## config.mk

```make
export PLATFORM = sky130hd
export DESIGN_NAME = pc_gen_flat
export DESIGN_NICKNAME = d
export VERILOG_FILES = /design/src/rtl/pc_gen_pkg.sv /design/src/rtl/pc_gen_if.sv /design/src/rtl/pc_redirect_buf.sv /design/src/rtl/pc_gen.sv /design/src/flat_wrapper.sv
export SDC_FILE = /design/constraint.sdc
export NUM_CORES = 1
export LEC_CHECK = 0
export BUFFER_PORTS_ARGS = -buffer_cell sky130_fd_sc_hd__buf_2
export CORE_ASPECT_RATIO = 0.9
export CORE_UTILIZATION = 41
export DETAILED_ROUTE_END_ITERATION = 10
export PLACE_DENSITY = 0.65
export SLEW_MARGIN = 20
export SYNTH_ARGS = -nofsm -noshare
export SYNTH_HDL_FRONTEND = slang
export SYNTH_SLANG_ARGS = --single-unit
```

## constraint.sdc

```tcl
create_clock -name clk -period 2.6 [get_ports clk]
set_input_delay 0.13 -clock clk [delete_from_list [all_inputs] [get_ports clk]]
set_output_delay 0.13 -clock clk [all_outputs]
set_load 0.03 [all_outputs]
```

## src/rtl/pc_gen_pkg.sv

```systemverilog
// pc_gen_pkg: shared encodings and constants for the instruction fetch
// PC generator (FSM states, redirect kinds, chip-enable/branch/stall levels).
package pc_gen_pkg;

    localparam int unsigned STALL_W = 6;

    // Fetch FSM states
    typedef enum logic [1:0] {
        ST_IDLE  = 2'd0,  // ce low, nothing issued
        ST_READY = 2'd1,  // ce high, no request outstanding
        ST_WAIT  = 2'd2   // request outstanding, waiting for ack
    } pc_state_e;

    // Kind of a redirect held in the pending buffer
    typedef enum logic {
        REDIR_BRANCH = 1'b0,
        REDIR_FLUSH  = 1'b1
    } redir_kind_e;

    localparam logic ChipEnable  = 1'b1;
    localparam logic ChipDisable = 1'b0;
    localparam logic Branch      = 1'b1;  // branch_flag_i level meaning "taken"
    localparam logic Stop        = 1'b1;  // stall bit level meaning "stalled"

endpackage

```

## src/rtl/pc_gen_if.sv

```systemverilog
// pc_gen_if: fetch-side bundle of the PC generator.
//   master : pc_gen side (drives ce, if_req_o, if_addr_o, fetch_valid_o, fetch_pc_o)
//   slave  : pipeline control / instruction memory side
interface pc_gen_if
    import pc_gen_pkg::*;
#(
    parameter int unsigned ADDR_W = 32
);
    logic [STALL_W-1:0] stall;
    logic               branch_flag_i;
    logic [ADDR_W-1:0]  branch_target_i;
    logic               flush_i;
    logic [ADDR_W-1:0]  flush_pc_i;
    logic               ce;
    logic               if_req_o;
    logic [ADDR_W-1:0]  if_addr_o;
    logic               if_ack_i;
    logic               fetch_valid_o;
    logic [ADDR_W-1:0]  fetch_pc_o;

    modport master (
        input  stall, branch_flag_i, branch_target_i, flush_i, flush_pc_i, if_ack_i,
        output ce, if_req_o, if_addr_o, fetch_valid_o, fetch_pc_o
    );

    modport slave (
        output stall, branch_flag_i, branch_target_i, flush_i, flush_pc_i, if_ack_i,
        input  ce, if_req_o, if_addr_o, fetch_valid_o, fetch_pc_o
    );

endinterface

```

## src/rtl/pc_redirect_buf.sv

```systemverilog
// pc_redirect_buf: holds one redirect (branch or flush) that arrives while a
// fetch is outstanding, and merges it with the redirect of the current cycle.
//   clk, rst          : clock, synchronous active-high reset
//   branch_i/_target_i: branch taken this cycle and its target
//   flush_i/flush_pc_i: flush this cycle and its handler address
//   capture_i         : store the merged redirect (fetch outstanding, no ack)
//   clear_i           : drop the pending entry (it is applied this cycle)
//   eff_*_c           : merged redirect visible this cycle (combinational)
module pc_redirect_buf
    import pc_gen_pkg::*;
#(
    parameter int unsigned ADDR_W     = 32,
    parameter int unsigned INST_BYTES = 4
) (
    input  logic              clk,
    input  logic              rst,
    input  logic              branch_i,
    input  logic [ADDR_W-1:0] branch_target_i,
    input  logic              flush_i,
    input  logic [ADDR_W-1:0] flush_pc_i,
    input  logic              capture_i,
    input  logic              clear_i,
    output logic              eff_valid_c,
    output redir_kind_e       eff_kind_c,
    output logic [ADDR_W-1:0] eff_target_c
);

    // Redirect targets are forced onto an instruction boundary
    localparam logic [ADDR_W-1:0] ALIGN_MASK = ~ADDR_W'(INST_BYTES - 1);

    logic              pend_valid_q;
    redir_kind_e       pend_kind_q;
    logic [ADDR_W-1:0] pend_target_q;

    logic              cur_valid;
    redir_kind_e       cur_kind;
    logic [ADDR_W-1:0] cur_target;
    logic              take_cur;

    // Merge: flush beats everything, a branch only replaces a pending branch
    always_comb begin
        cur_valid  = branch_i | flush_i;
        cur_kind   = flush_i ? REDIR_FLUSH : REDIR_BRANCH;
        cur_target = (flush_i ? flush_pc_i : branch_target_i) & ALIGN_MASK;
        take_cur   = cur_valid && (!pend_valid_q || (cur_kind == REDIR_FLUSH) ||
                                   (pend_kind_q == REDIR_BRANCH));
        eff_valid_c  = take_cur ? 1'b1       : pend_valid_q;
        eff_kind_c   = take_cur ? cur_kind   : pend_kind_q;
        eff_target_c = take_cur ? cur_target : pend_target_q;
    end

    // Pending entry
    always_ff @(posedge clk) begin
        if (rst || clear_i) begin
            pend_valid_q  <= 1'b0;
            pend_kind_q   <= REDIR_BRANCH;
            pend_target_q <= '0;
        end else if (capture_i) begin
            pend_valid_q  <= eff_valid_c;
            pend_kind_q   <= eff_kind_c;
            pend_target_q <= eff_target_c;
        end
    end

endmodule

```

## src/rtl/pc_gen.sv

```systemverilog
// pc_gen: instruction fetch PC generator. Issues one fetch request at a time
// to instruction memory, advances the PC on each ack and applies branch /
// exception redirects (branch keeps the delay slot, flush squashes it).
//   clk, rst : clock, synchronous active-high reset
//   bus      : pc_gen_if.master -- stall vector, redirects, memory handshake
//              (ce, if_req_o, if_addr_o, if_ack_i) and fetch result
//              (fetch_valid_o, fetch_pc_o)
module pc_gen
    import pc_gen_pkg::*;
#(
    parameter int unsigned       ADDR_W       = 32,
    parameter logic [ADDR_W-1:0] RESET_VECTOR = ADDR_W'(32'h0000_0000),
    parameter int unsigned       INST_BYTES   = 4
) (
    input  logic     clk,
    input  logic     rst,
    pc_gen_if.master bus
);

    pc_state_e         state_q, state_d;
    logic [ADDR_W-1:0] pc_q, pc_d;
    logic              ce_q, ce_d;
    logic              req_q, req_d;
    logic              fvalid_q, fvalid_d;
    logic [ADDR_W-1:0] fpc_q, fpc_d;

    logic              ack_c;
    logic              stop_c;
    logic              branch_c;
    logic              in_wait_c;
    logic              squash_c;
    logic              eff_valid_c;
    redir_kind_e       eff_kind_c;
    logic [ADDR_W-1:0] eff_target_c;

    // Only the fetch-stage stall bit matters here
    logic unused_stall;
    assign unused_stall = ^bus.stall[STALL_W-1:1];

    assign ack_c     = bus.if_ack_i;
    assign stop_c    = (bus.stall[0] == Stop);
    assign branch_c  = (bus.branch_flag_i == Branch);
    assign in_wait_c = (state_q == ST_WAIT);
    // A flush seen while outstanding (pending) or on the ack cycle kills the fetch
    assign squash_c  = eff_valid_c && (eff_kind_c == REDIR_FLUSH);

    pc_redirect_buf #(
        .ADDR_W     (ADDR_W),
        .INST_BYTES (INST_BYTES)
    ) u_redirect_buf (
        .clk             (clk),
        .rst             (rst),
        .branch_i        (branch_c),
        .branch_target_i (bus.branch_target_i),
        .flush_i         (bus.flush_i),
        .flush_pc_i      (bus.flush_pc_i),
        .capture_i       (in_wait_c && !ack_c),
        .clear_i         (in_wait_c && ack_c),
        .eff_valid_c     (eff_valid_c),
        .eff_kind_c      (eff_kind_c),
        .eff_target_c    (eff_target_c)
    );

    // State and registered outputs
    always_ff @(posedge clk) begin
        if (rst) begin
            state_q  <= ST_IDLE;
            pc_q     <= RESET_VECTOR;
            ce_q     <= ChipDisable;
            req_q    <= 1'b0;
            fvalid_q <= 1'b0;
            fpc_q    <= '0;
        end else begin
            state_q  <= state_d;
            pc_q     <= pc_d;
            ce_q     <= ce_d;
            req_q    <= req_d;
            fvalid_q <= fvalid_d;
            fpc_q    <= fpc_d;
        end
    end

    // Next state
    always_comb begin
        state_d = state_q;
        case (state_q)
            ST_IDLE:  state_d = ST_READY;
            ST_READY: state_d = stop_c ? ST_READY : ST_WAIT;
            ST_WAIT:  if (ack_c) state_d = stop_c ? ST_READY : ST_WAIT;
            default:  state_d = ST_IDLE;
        endcase
    end

    // Output / pc datapath next values
    always_comb begin
        ce_d     = ChipEnable;
        req_d    = req_q;
        pc_d     = pc_q;
        fvalid_d = 1'b0;
        fpc_d    = fpc_q;
        case (state_q)
            ST_IDLE: begin
                req_d = 1'b0;
            end
            ST_READY: begin
                // No fetch in flight: a redirect just reloads the pc
                if (eff_valid_c) pc_d = eff_target_c;
                req_d = !stop_c;
            end
            ST_WAIT: begin
                req_d = 1'b1;
                if (ack_c) begin
                    fpc_d    = pc_q;
                    fvalid_d = !squash_c;
                    pc_d     = eff_valid_c ? eff_target_c : pc_q + ADDR_W'(INST_BYTES);
                    req_d    = !stop_c;
                end
            end
            default: begin
                ce_d  = ChipDisable;
                req_d = 1'b0;
            end
        endcase
    end

    assign bus.ce            = ce_q;
    assign bus.if_req_o      = req_q;
    assign bus.if_addr_o     = pc_q;
    assign bus.fetch_valid_o = fvalid_q;
    assign bus.fetch_pc_o    = fpc_q;

endmodule

```

## src/flat_wrapper.sv

```systemverilog
// flat-port wrapper written by rule: the top's interface ports become plain ports
module pc_gen_flat import pc_gen_pkg::*;
#(
    parameter int unsigned       ADDR_W       = 32,
    parameter logic [ADDR_W-1:0] RESET_VECTOR = ADDR_W'(32'h0000_0000),
    parameter int unsigned       INST_BYTES   = 4
)
  (clk, rst, bus_stall, bus_branch_flag_i, bus_branch_target_i, bus_flush_i, bus_flush_pc_i, bus_if_ack_i, bus_ce, bus_if_req_o, bus_if_addr_o, bus_fetch_valid_o, bus_fetch_pc_o);
  pc_gen_if #(.ADDR_W(ADDR_W)) bus_i ();
  input  logic clk;
  input  logic rst;
  input wire logic [$bits(bus_i.stall)-1:0] bus_stall;
  input wire logic [$bits(bus_i.branch_flag_i)-1:0] bus_branch_flag_i;
  input wire logic [$bits(bus_i.branch_target_i)-1:0] bus_branch_target_i;
  input wire logic [$bits(bus_i.flush_i)-1:0] bus_flush_i;
  input wire logic [$bits(bus_i.flush_pc_i)-1:0] bus_flush_pc_i;
  input wire logic [$bits(bus_i.if_ack_i)-1:0] bus_if_ack_i;
  output wire logic [$bits(bus_i.ce)-1:0] bus_ce;
  output wire logic [$bits(bus_i.if_req_o)-1:0] bus_if_req_o;
  output wire logic [$bits(bus_i.if_addr_o)-1:0] bus_if_addr_o;
  output wire logic [$bits(bus_i.fetch_valid_o)-1:0] bus_fetch_valid_o;
  output wire logic [$bits(bus_i.fetch_pc_o)-1:0] bus_fetch_pc_o;
  assign bus_i.stall = bus_stall;
  assign bus_i.branch_flag_i = bus_branch_flag_i;
  assign bus_i.branch_target_i = bus_branch_target_i;
  assign bus_i.flush_i = bus_flush_i;
  assign bus_i.flush_pc_i = bus_flush_pc_i;
  assign bus_i.if_ack_i = bus_if_ack_i;
  assign bus_ce = bus_i.ce;
  assign bus_if_req_o = bus_i.if_req_o;
  assign bus_if_addr_o = bus_i.if_addr_o;
  assign bus_fetch_valid_o = bus_i.fetch_valid_o;
  assign bus_fetch_pc_o = bus_i.fetch_pc_o;
  pc_gen #(.ADDR_W(ADDR_W), .RESET_VECTOR(RESET_VECTOR), .INST_BYTES(INST_BYTES)) u_core (.clk(clk), .rst(rst), .bus(bus_i));
endmodule
```

=== Word-level counts from Yosys, hierarchy flattened ===
Cells that the tools add are included.
Widths: inputs -> output; s select.

* Register bits: 103
* Output and inout bits: 67
* Logic and storage cells: 50

* Add/sub/neg operators: 1
* Eq/ne operators: 4
* Mux-type cells: 15
* Bitwise logic cells: 4
* Reductions and logical operators: 17

{| class="wikitable"
|+ Operators with widths
! kind !! count
|-
| $mux 32 || 5
|-
| $pmux 32 s2 || 1
|-
| $add 32x3->32 const B || 1
|-
| $pmux 2 s3 || 1
|-
| $reduce_or 3->1 || 2
|-
| $mux 1 || 5
|-
| $logic_and 1x1->1 || 4
|-
| $logic_not 1->1 || 4
|-
| $mux 2 || 2
|-
| $logic_or 1x1->1 || 3
|-
| $not 1->1 || 3
|-
| $reduce_and 3->1 || 1
|-
| $eq 2x1->1 const B || 1
|-
| $eq 2x2->1 const B || 1
|-
| $logic_not 2->1 || 1
|-
| $ne 2x1->1 const B || 1
|-
| $ne 2x2->1 const B || 1
|-
| $pmux 1 s2 || 1
|-
| $reduce_and 2->1 || 1
|-
| $reduce_bool 2->1 || 1
|-
| $or 1x1->1 || 1
|}

=== Logic depth before layout (Yosys ltp) ===
* Depth after elaboration: 8
* Depth in mapped cells: 10
* Gate-level depth less buffers: 7

=== Modules after synthesis ===
A second synthesis with hierarchy kept.

* Cells, all modules: 677
* Area total of the unflattened synthesis: 5607.9 sq um

{| class="wikitable"
|+ Modules (own cells, without submodules)
! module !! instances !! cells an instance !! area each (sq um) !! seq. area each (sq um)
|-
| pc_gen || 1 || 445 || 3367.0 || 1381.3
|-
| pc_redirect_buf || 1 || 232 || 2240.9 || 680.7
|}

=== Worst setup path before layout ===
No wires, ideal clock.

* Path kind: register to register
* From: reg u_core.pc_q[2], in the netlist u_core.bus.if_addr_o[2]
* To: reg u_core.pc_q[26], in the netlist u_core.bus.if_addr_o[26]
* Setup time: 0.086 ns
* Arrival time: 1.992 ns
* Data required time: 2.514 ns
* Setup slack: 0.522 ns
* Stages on the path, launching flop included: 7
* Period minus slack after synthesis: 2.078 ns
* Path through: dfxtp_1 -> ha_1 -> nand3_4 -> nor4_4 -> nand4_1 -> mux2i_1 -> a211oi_1

* Word-level cells in the longest chain between the ends: 4

{| class="wikitable"
|+ Ends and longest elaborated chain
! what !! RTL line !! text
|-
| from (decl) || pc_gen.sv:21 || <nowiki>logic [ADDR_W-1:0] pc_q, pc_d;</nowiki>
|-
| from (signal assigned) || pc_gen.sv:75 || <nowiki>pc_q <= pc_d;</nowiki>
|-
| $add 32x3->32 || pc_gen.sv:115 || <nowiki>pc_d = eff_valid_c ? eff_target_c : pc_q + ADDR_W'(INST_BYTES);</nowiki>
|-
| $mux 32 || pc_gen.sv:115 ||
|-
| $mux 32 || pc_gen.sv:112 || <nowiki>if (ack_c) begin</nowiki>
|-
| $pmux 32 s2 || pc_gen.sv:101 || <nowiki>case (state_q)</nowiki>
|}

No other way between the ends. The select of a mux whose other input is x is not followed.
A chain may end at the register's enable or synchronous reset.

=== Final worst setup path ===
* From: reg u_core.state_q[0]
* To: reg u_core.u_redirect_buf.pend_target_q[19]

* Word-level cells in the longest chain between the ends: 3
* Elaborated cells between the ends (all ways): 4
* Classes of those cells: 1 x eq/ne; 3 x reduce/logical

{| class="wikitable"
|+ Ends and longest elaborated chain
! what !! RTL line !! text
|-
| from (decl) || pc_gen.sv:20 || <nowiki>pc_state_e state_q, state_d;</nowiki>
|-
| from (signal assigned) || pc_gen.sv:74 || <nowiki>state_q <= state_d;</nowiki>
|-
| $eq 2x2->1 (*) || pc_gen.sv:43 || <nowiki>assign in_wait_c = (state_q == ST_WAIT);</nowiki>
|-
| $logic_and 1x1->1 || pc_gen.sv:58 || <nowiki>.clear_i (in_wait_c && ack_c),</nowiki>
|-
| $logic_or 1x1->1 || pc_redirect_buf.sv:54 || <nowiki>if (rst || clear_i) begin</nowiki>
|-
| to (signal assigned) || pc_redirect_buf.sv:61 || <nowiki>pend_target_q <= eff_target_c;</nowiki>
|-
| to (decl) || pc_redirect_buf.sv:33 || <nowiki>logic [ADDR_W-1:0] pend_target_q;</nowiki>
|}

Mark *: on every way between the ends. The rest lies on a longest branch, timed or not.

==> impl_results.md <==
* Minimum clock period at 2.29 ns
* WL/cell at 16.5 um
* Starting Density at 0.419
* Worst path cell trace: inv_1 > ha_1 > nor2b_1 > buf_4 > nand2_1 > a221oi_1
* Layout cells sized above 1 at 0.282
* Total Power at 4.29 mW
* Cts hold-fix bufs at 0
* Final Util at 0.512
* Critical Path Fanout Max at 19
* YS warnings at 0
* Non-filler cells, final at 838
* Gate count of the mapped netlist at 563
* P_leak at 2.49 nW
* Post-Synthesis Mean Instance Area at 8.96 um^2
* Setup-failing EPs final at 0
* Most frequent cell after synthesis: dfxtp_1
* Initial antenna violation count at 0
* Nets at 754
* Max Clk Rate at 0.437 GHz
* TritonCTS Sinks at 103
* Core Box Area at 12000 um^2
* Die footprint at 12700 um^2
* Post-CTS Setup Inserts at 0
* CP Class: reg -> reg
* Max-slew violation count at 0
* Largest net degree at the start of global routing at 42
* Die H at 107 um
* IO Pins at 142
* Slowest CP cell: nor2b_1
* IO Port Bufs at 132
* Post-route setup slack at 0.313 ns
* Share of the clock period used by the worst path at 0.880
* Dpl cell area at 5820 um^2
* Place WS at 0.351 ns
* Site Rows at 38
* Yosys cell types at 66
* Register area share after synthesis at 0.409
* DRC at 0
* P per Cell Area at 698 nW/um^2
* Vias per cell at 5.74
* GR Overflow Total at 0
* CTS tree: yes
* # placed instances at 822
* Post-route ant nets at 0
* Setup crit end kind: flop
* CP peak stage delay at 0.41 ns
* Synthesized area at 5040 um^2
* Worst path bufs/invs at 2
* Fin area at 6150 um^2
* 1st-iter DRT viols at 328
* Asr flop ratio synth at 0
* Vias in the first global route at 4255
* First-pass GRT wire length at 22300 um
* Syn Nets at 644
* Main flop type after synthesis: dfxtp_1
* Arrival time worst endpoint at 2.54 ns
* Diodes inserted at 0
* Num CTS Buffers at 9
* Final wirelength at 13900 um
* Yosys top cell by area: dfxtp_1
* #FFs+latches synth at 103
* HPWL after detailed placement at 10000 um
* Clock insertion delay at the later pin of the skew report at 0.35 ns
* Clock slew at reported path FFs at 0.07 ns
* Clock tree root buffer cell: clkbuf_16
* Final hold viol count at 0
* Synth area leaders: dfxtp_1 (41%), a22o_1 (5.7%), a21oi_1 (5.5%)
* Startpoint type of the worst setup path: flop
* Post-synth EDFFs at 0
* Synth cell count leaders: dfxtp_1 (103), a21oi_1 (55), nor2_1 (43)
* Status: complete, no violations
* Unrepaired setup endpoints after global routing: false
* Crit-path leading delay family: simple AND/OR/NAND/NOR gates
* RD Place Congestion at 0.856
* WP data required at 2.86 ns
* Clock skew at 0.0103 ns
* Htree depth at 3
* PostCTS Resize Cnt at 0
* Sum Neg Setup Slack at 0 ns
* Die W at 119 um
* DRT Pass-1 Iters at 5
* Worst hold slack at 0.102 ns
* Max Cap Viol at 0
* Max_slew headroom at 0.388
* Layout area overhead at 22.0%
* GRT Total Usage at 0.222
* Clk buf depth at 2
* Vias at 4811
* Worst VDD drop at 0.000327 V
* Hold Crit Class: in -> reg
* Yosys top cell area share at 0.409
* Slew @ Worst Pin at 0.919 ns
==> cell type report <==
class,count,area (um^2)
clock buffers,11,253
well taps,160,200
multi-input cells,391,2670
clock inverters,5,78.8
inverters,21,78.8
repair buffers,147,811
flip-flops and latches,103,2060
fillers,1152,5880
==> worst register-to-register path: cells and delay by family (launching register included) <==
kind / cells / cell delay (ns)
AO/OA/AOI/OAI: 1 / 0.37
adder cells (fa/ha/maj): 1 / 0.31
buffers and inverters: 2 / 0.41
flip-flops: 1 / 0.35
AND/OR/NAND/NOR: 2 / 0.74
==> final timing paths <==
kind,slack [ns],endpoint,depth (start not counted),startpoint
setup / recovery,0.31,u_core.u_redirect_buf.pend_target_q[19],6,u_core.state_q[0]
hold reg to reg,0.47,u_core.bus.fetch_pc_o[21],1,u_core.bus.fetch_pc_o[21]
setup reg to reg,0.31,u_core.u_redirect_buf.pend_target_q[19],6,u_core.state_q[0]
hold / removal,0.10,u_core.bus.if_req_o,4,bus_stall[0]
==> cell usage in the layout (no fill, tap or decap), types with 3 or more instances in the layout <==
cell type / n
a22o_1: 33
mux2i_1: 15
nand3_1: 11
nand2b_1: 15
inv_1: 20
clkbuf_16: 9
o31ai_1: 10
a21oi_1: 54
o32ai_1: 6
nand4_1: 8
nor4_1: 3
nor3_1: 21
nand2_1: 20
a221oi_1: 11
a31o_1: 4
buf_4: 12
and3_1: 5
o21ai_1: 12
ha_1: 6
o211ai_1: 4
o21ai_0: 17
dfxtp_1: 103
a311o_1: 4
o22ai_1: 6
buf_12: 3
nor2_1: 42
nor3_2: 3
a211oi_1: 32
buf_2: 132
==> power breakdown <==
group	internal (mW)	switching (mW)
registers	1.69	0.165
logic	0.333	0.611
clock network	0.897	0.599
total	2.92	1.37
==> per-layer routing <==
layer / up-vias / wire length (um) / track usage / share of wire
met1: 2249 / 6860 / 0.331 / 0.49
met4: 0 / 153 / 0.0660 / 0.011
met3: 15 / 984 / 0.0356 / 0.071
li1: 2362 / - / - / -
met5: - / 0 / 0 / 0
met2: 185 / 5860 / 0.323 / 0.42
==> cells by family after synthesis <==
kind of cell | share of synthesized area
DFF | 0.409
buffers and inverters | 0.0645
adders and majority gates | 0.0149
AOI/OAI and AO/OA | 0.315
and+or+nand+nor | 0.167
muxes | 0.0298
==> state kept, by name (all words and copies together), names as in the netlist <==
signal / count
u_core.bus.fetch_pc_o: 32
u_core.bus.if_addr_o: 32
u_core.u_redirect_buf.pend_target_q: 32
u_core.state_q: 2
u_core.bus.ce: 1
u_core.bus.fetch_valid_o: 1
u_core.bus.if_req_o: 1
u_core.u_redirect_buf.pend_kind_q: 1
u_core.u_redirect_buf.pend_valid_q: 1
Note: power is estimated with default switching activity, not from simulation.
